===== config.mk =====
export PLATFORM = sky130hd
export DESIGN_NAME = srl_fifo
export DESIGN_NICKNAME = d
export VERILOG_FILES = /design/src/rtl/srl_fifo.sv
export SDC_FILE = /design/constraint.sdc
export NUM_CORES = 1
export LEC_CHECK = 0
export BUFFER_PORTS_ARGS = -buffer_cell sky130_fd_sc_hd__buf_2
export CORE_ASPECT_RATIO = 0.5
export CORE_UTILIZATION = 60
export DETAILED_ROUTE_END_ITERATION = 10
export PLACE_DENSITY_LB_ADDON = 0.2
export SLEW_MARGIN = 5
export SYNTH_ARGS = -nofsm -noshare
export SYNTH_HDL_FRONTEND = slang
export SYNTH_SLANG_ARGS = --single-unit

===== constraint.sdc =====
create_clock -name CLK -period 4.2 [get_ports CLK]
set_clock_uncertainty 0.1 [all_clocks]
set_input_delay 0 -clock CLK [delete_from_list [all_inputs] [get_ports CLK]]
set_output_delay 0 -clock CLK [all_outputs]
set_load 0.01 [all_outputs]

===== src/rtl/srl_fifo.sv =====
// First-word-fall-through FIFO on a shift-register array; new data enters at
// r[0], and the occupancy counter addresses the oldest entry at r[count-1].
module srl_fifo #(
  parameter int WIDTH           = 8,
  parameter int DEPTH           = 16,
  parameter int AFULL_LEVEL     = DEPTH - 2,
  parameter bit IS_CLK_INVERTED = 1'b0
) (
  input  logic                       CLK,
  input  logic                       RST,
  input  logic [WIDTH-1:0]           D,
  input  logic                       IN_VALID,
  output logic                       IN_READY,
  output logic [WIDTH-1:0]           Q,
  output logic                       OUT_VALID,
  input  logic                       OUT_READY,
  output logic [$clog2(DEPTH+1)-1:0] COUNT,
  output logic                       ALMOST_FULL
);

  localparam int CW = $clog2(DEPTH + 1);
  localparam int AW = (DEPTH > 1) ? $clog2(DEPTH) : 1;
  localparam logic [CW-1:0] DEPTH_C = CW'(DEPTH);
  localparam logic [CW-1:0] AFULL_C = CW'(AFULL_LEVEL);

  logic [WIDTH-1:0] r [DEPTH];
  logic [CW-1:0]    count;
  logic [CW-1:0]    head_full;
  logic [AW-1:0]    head;
  logic             active_clk;
  logic             push;
  logic             pop;

  // Inverting the clock moves every state update onto the falling edge.
  assign active_clk = CLK ^ IS_CLK_INVERTED;

  assign push      = IN_VALID && IN_READY;
  assign pop       = OUT_VALID && OUT_READY;
  assign head_full = count - CW'(1);
  assign head      = head_full[AW-1:0];
  assign COUNT     = count;

  // Occupancy counter; a simultaneous push and pop leaves it unchanged.
  always_ff @(posedge active_clk) begin
    if (RST) begin
      count <= '0;
    end else begin
      case ({push, pop})
        2'b10:   count <= count + CW'(1);
        2'b01:   count <= count - CW'(1);
        default: count <= count;
      endcase
    end
  end

  // Shift storage; never reset, since the counter alone defines valid entries.
  always_ff @(posedge active_clk) begin
    if (push) begin
      r[0] <= D;
      for (int i = 1; i < DEPTH; i++) begin
        r[i] <= r[i-1];
      end
    end
  end

  // Status and head data, all gated off while reset is asserted.
  always_comb begin
    IN_READY    = 1'b0;
    OUT_VALID   = 1'b0;
    ALMOST_FULL = 1'b0;
    Q           = '0;
    if (RST) begin
      IN_READY    = 1'b0;
      OUT_VALID   = 1'b0;
      ALMOST_FULL = 1'b0;
      Q           = '0;
    end else begin
      IN_READY    = (count < DEPTH_C);
      OUT_VALID   = (count != CW'(0));
      ALMOST_FULL = (count >= AFULL_C);
      if (count != CW'(0)) begin
        Q = r[head];
      end else begin
        Q = '0;
      end
    end
  end

endmodule


==> metrics.md, run 1 <==
| Metric | Value |
|---|---|
| Cell Count Post-Placement | 473 |
| Period minus WS final | 3100 ps |
| Pleak | 0.00221 uW |
| Largest net degree at the start of global routing | 83 |
| Post-Syn Instances | 346 |
| GRT Util Overall | 23.4% |
| Max Clock Freq | 323 MHz |
| Pins Over Slew Limit | 0 |
| Peak supply drop | 0.466 mV |
| Area contributors post-synth | edfxtp_1 71%, mux2i_1 12%, nand3_1 5.9% |
| #FFs+latches synth | 133 |
| Drt drc | 0 |
| Type of the tightest min-delay check | in -> reg |
| Worst setup margin | 1100 ps |
| Initial antenna violation count | 0 |
| Antenna-violating nets left | 0 |
| IO Port Bufs | 27 |
| Antenna Diode Count | 0 |
| Period Utilization, post-route | 73.8% |
| Routed vias/inst | 5.98 |
| Least-Margin Pin Slew | 1110 ps |
| Setup WS pre-CTS | 1460 ps |
| RSZ-0062 raised after global routing | false |
| Most frequent cells in the layout | 128 x edfxtp_1, 65 x mux2i_1, 64 x nand3_1 |
| Worst-path clk slew | 60 ps |
| CTS H-tree depth | 4 |
| Asr flop ratio synth | 0% |
| CTS root buf | clkbuf_16 |
| Top sig layer | met4 |
| Number of synthesized flops with an enable pin | 128 |
| WL met2 | 4380 microns |
| Nets | 399 |
| Die H | 69.4 microns |
| # rows | 24 |
| Fraction of layout cells with a size suffix above 1 | 17.1% |
| Worst setup path class | reg -> out |
| Area growth from synthesis to layout | 16.7% |
| IO Pins | 28 |
| TritonCTS Buffers | 17 |
| Synth cell types | 30 |
| Reg area | 3940 sq um |
| Setup-violating endpoint count in the final report | 0 |
| Synthesized area per cell | 15.7 sq um |
| Starting Density | 62.1% |
| Setup Total Neg Slack | 0 ps |
| Final Instance Count excl. Fillers | 514 |
| M1 WL | 4630 microns |
| Avg WL per Cell | 19.0 microns |
| Multi-input gate area | 1400 sq um |
| Fill cell count | 578 |
| Clk_lat worst skew | 420 ps |
| Slew margin rel. | 26.0% |
| Total grt overflow | 0 |
| Finished Core Util | 72.5% |
| DIE AREA | 9490 sq um |
| Drt pass-1 iters | 5 |
| DP Area | 5680 sq um |
| Drt initial violations | 343 |
| Core footprint | 8770 sq um |
| Longest Clk Path Bufs | 2 |
| Vias in the first global route | 3010 |
| Hpwl dp | 5350 microns |
| Final hold vios | 0 |
| Met3 wire len | 609 microns |
| CTS sink count | 133 |
| MaxCap Viol Count | 0 |
| Syn Std Cell Area | 5450 sq um |
| Design area | 6360 sq um |
| Post-synth top area cell | edfxtp_1 |
| Net count after synthesis | 361 |
| CP Launch Type | flop |
| Die width | 137 microns |
| WL final | 9780 microns |
| Critical Path AT | 3000 ps |
| YS warnings | 0 |
| Vias post-DR | 3074 |
| Worst setup EP type | output pin |
| Hold Path Stages | 4 |
| Req. time, crit path | 4100 ps |
| Crit Path Max Fanout | 65 |
| TritonCTS clock tree | done |
| Global-route wire length before repair | 16000 microns |
| Top_reg_cell synth | edfxtp_1 |
| Gp weighted congestion | 0.695 |
| Commonest non-fill, non-tap cell in the layout | edfxtp_1 |
| Sequential share of the synthesized area | 72.4% |
| Outcome | completed |
| Power per cell area | 593 nW/um^2 |
| FF-to-FF path depth | 9 |
| Setup bufs post-CTS | 0 |
| Top cell type's share of synthesized area | 70.5% |
-- sequential cells by signal (all words and copies together), names as in the netlist --
register / count
COUNT: 5
r: 128
-- layout make-up --
type                       count  area share [%]
tap                          117            2.30
multi-input combinational    187            21.9
timing repair buffer          42            4.25
inverter                       3           0.216
clock inverter                14            2.54
clock buffer                  18            6.75
sequential                   133            62.0
-- layer usage --
layer	up-vias	track usage, %
met4	0	9.28
met3	17	7.89
li1	1440	-
met1	1516	34.9
met5	-	0
met2	101	31.8
-- cells in the mapped netlist (3+ instances only) --
cell type / count
edfxtp_1: 128
mux2i_1: 65
nand3_1: 64
nand4_1: 16
buf_2: 8
o22ai_1: 8
nor2_1: 7
buf_4: 6
clkbuf_1: 6
dfxtp_1: 5
xor2_1: 4
ha_1: 3
inv_1: 3
xnor2_1: 3
-- cells by family after synthesis --
logic type / count (synthesis) / synth area share, %
buf+inv: 26 / 2.53
xor+xnor: 7 / 1.13
simple gates: 98 / 9.74
mux: 65 / 11.9
fa+ha+maj: 3 / 0.689
compound gates: 14 / 1.61
flops: 133 / 72.4
-- per-stage QoR --
step | power (uW) | hold WS [ps]
after global routing | 3930 | 125
after detailed placement | 2320 | 78.1
after CTS | 3800 | 55.3
final | 3770 | 66.0
after floorplan | 2150 | -1.13
after global placement | 2300 | 76.2
-- where the power goes --
| part | switching (uW) | total [uW] | internal, uW |
|---|---|---|---|
| registers | 34.1 | 1560 | 1520 |
| logic | 448 | 749 | 302 |
| clock network | 542 | 1470 | 925 |
-- final timing paths --
| check | start | end | slack [ps] |
|---|---|---|---|
| worst max-delay path | COUNT[0] | Q[0] | 1100 |
| worst max register to register | COUNT[0] | COUNT[2] | 1420 |
| worst min register to register | r[12][4] | r[13][4] | 350 |
| worst min-delay path | OUT_READY | COUNT[1] | 70 |
-- critical path: stages (launching register included) --
cell	delay, ps
dfxtp_1	330
inv_1	50
buf_4	250
ha_4	1040
mux2i_1	340
nand3_1	120
nand4_1	130
o22ai_1	90
buf_2	160
-- repair_timing --
item	in CTS	in global routing
hold buffers	9	0
endpoints found under the hold margin	13	0
gates resized for setup	0	0
Note: power is estimated with default switching activity, not from simulation.
==> run 2, diff against run 1 <==
==> constraint.sdc (replaced) <==
create_clock -name CLK -period 3.1 [get_ports CLK]
set_clock_uncertainty 0.1 [all_clocks]
set_input_delay 0 -clock CLK [delete_from_list [all_inputs] [get_ports CLK]]
set_output_delay 0 -clock CLK [all_outputs]
set_load 0.01 [all_outputs]
==> metrics.md, run 2 (synthesis gave the netlist of run 1 again) <==
| Metric | Value |
|---|---|
| Outcome | completed |
| Max Clock Freq | 368 MHz |
| Final hold vios | 0 |
| Worst hold start | OUT_READY |
| Post-CTS sizing | 0 |
| Drt drc | 0 |
| Total grt overflow | 0 |
| Hpwl dp | 5530 microns |
| IO Pins | 28 |
| Antenna Diode Count | 0 |
| Final Instance Count excl. Fillers | 518 |
| Type of the tightest min-delay check | in -> reg |
| CTS root buf | clkbuf_16 |
| Pins Over Slew Limit | 0 |
| R2R setup slack | 470 ps |
| TritonCTS clock tree | done |
| Req. time, crit path | 3000 ps |
| Worst-path clk slew | 60 ps |
| Most flops, register | r |
| Setup-violating endpoint count in the final report | 0 |
| Die width | 137 microns |
| Least-Margin Pin Slew | 686 ps |
| Finished Core Util | 73.2% |
| Worst reg2reg endpoint | COUNT[2] |
| GRT Util Overall | 22.8% |
| Critical Path AT | 2620 ps |
| Drt pass-1 iters | 5 |
| Die H | 69.4 microns |
| Cell Count Post-Placement | 477 |
| CTS sink count | 133 |
| Most frequent cells in the layout | 128 x edfxtp_1, 65 x mux2i_1, 64 x nand3_1 |
| Global-route wire length before repair | 15800 microns |
| Commonest non-fill, non-tap cell in the layout | edfxtp_1 |
| WL final | 9750 microns |
| Period minus WS final | 2720 ps |
| Largest net degree at the start of global routing | 129 |
| CTS H-tree depth | 4 |
| Vias post-DR | 3100 |
| Fraction of layout cells with a size suffix above 1 | 19.0% |
| Worst setup EP type | output pin |
| Core footprint | 8770 sq um |
| Total power | 5180 uW |
| Clk_lat worst skew | 410 ps |
| Worst hold slack | 146 ps |
| Slew margin rel. | 54.2% |
| Peak supply drop | 0.594 mV |
| DIE AREA | 9490 sq um |
| Hold Path Stages | 4 |
| MaxCap Viol Count | 0 |
| Area growth from synthesis to layout | 17.8% |
| Antenna-violating nets left | 0 |
| Starting Density | 62.1% |
| Drt initial violations | 332 |
| Routed vias/inst | 5.98 |
| R2R Path Start | COUNT[1] |
| Power per cell area | 807 nW/um^2 |
| Setup Total Neg Slack | 0 ps |
| CP Launch Type | flop |
| Avg WL per Cell | 18.8 microns |
| Period Utilization, post-route | 87.6% |
| Vias in the first global route | 3117 |
| Nets | 403 |
| Pleak | 0.00225 uW |
| IO Port Bufs | 27 |
| Gp weighted congestion | 0.903 |
| TritonCTS Buffers | 17 |
| FF-to-FF path depth | 8 |
| Crit Path Max Fanout | 26 |
| Max reg flops | 128 |
| Initial antenna violation count | 0 |
| Worst setup path class | reg -> out |
| # rows | 24 |
| RSZ-0062 raised after global routing | false |
| Hold Path End | COUNT[1] |
| Longest Clk Path Bufs | 2 |
==> run 2: worst max path at each step <==
| stage | from | slack [ps] | cells after the start | to |
|---|---|---|---|---|
| 4_1_cts | COUNT[1] | 380 | 8 | Q[5] |
| 5_1_grt | COUNT[1] | 210 | 8 | Q[3] |
| 3_5_place_dp | COUNT[1] | 500 | 8 | COUNT[2] |
| 3_3_place_gp | COUNT[1] | 730 | 10 | COUNT[3] |
| 2_1_floorplan | COUNT[4] | 30 | 3 | r[0][0] |
| 6_report | COUNT[1] | 380 | 8 | Q[5] |
==> run 2: repair_timing <==
item | CTS | global route
setup buffers | 0 | 0
endpoints found under the hold margin | 13 | 0
hold buffers | 9 | 0
==> run 2: cell type report <==
| class | instances | area (sq um) |
|---|---|---|
| Fill cell | 556 | 2350 |
| Tap cell | 117 | 146 |
| Clock inverter | 15 | 180 |
| Sequential cell | 133 | 3940 |
| Multi-Input combinational cell | 187 | 1400 |
| Timing Repair Buffer | 46 | 313 |
| Clock buffer | 17 | 425 |
| Inverter | 3 | 15.0 |
==> run 2: critical path, cell delays in order (launching register included) <==
cell and delay, ps:
dfxtp_1 450, inv_1 130, ha_4 560, buf_4 260
mux2i_1 250, nand3_1 110, nand4_1 150, o22ai_1 110
buf_2 170
==> run 2: power by group <==
part	switching, uW	internal, uW	leakage [uW]	total [uW]
clock network	760	1270	0.000290	2030
logic	621	424	0.000721	1040
registers	45.8	2060	0.00124	2110
==> run 2: metal layers <==
| metal | vias to the layer above | track usage (%) | part of all wire, % |
|---|---|---|---|
| li1 | 1447 | - | - |
| met1 | 1531 | 33.2 | 49 |
| met2 | 109 | 32.2 | 44 |
| met3 | 13 | 5.92 | 5.4 |
| met4 | 0 | 11.2 | 1.1 |
| met5 | - | 0 | 0 |
==> run 2: through the flow <==
stage	setup slack, ps	instance area (sq um)
2_1_floorplan	27.7	5450
3_3_place_gp	727	5720
3_5_place_dp	498	5720
4_1_cts	384	6420
5_1_grt	207	6420
6_report	384	6420
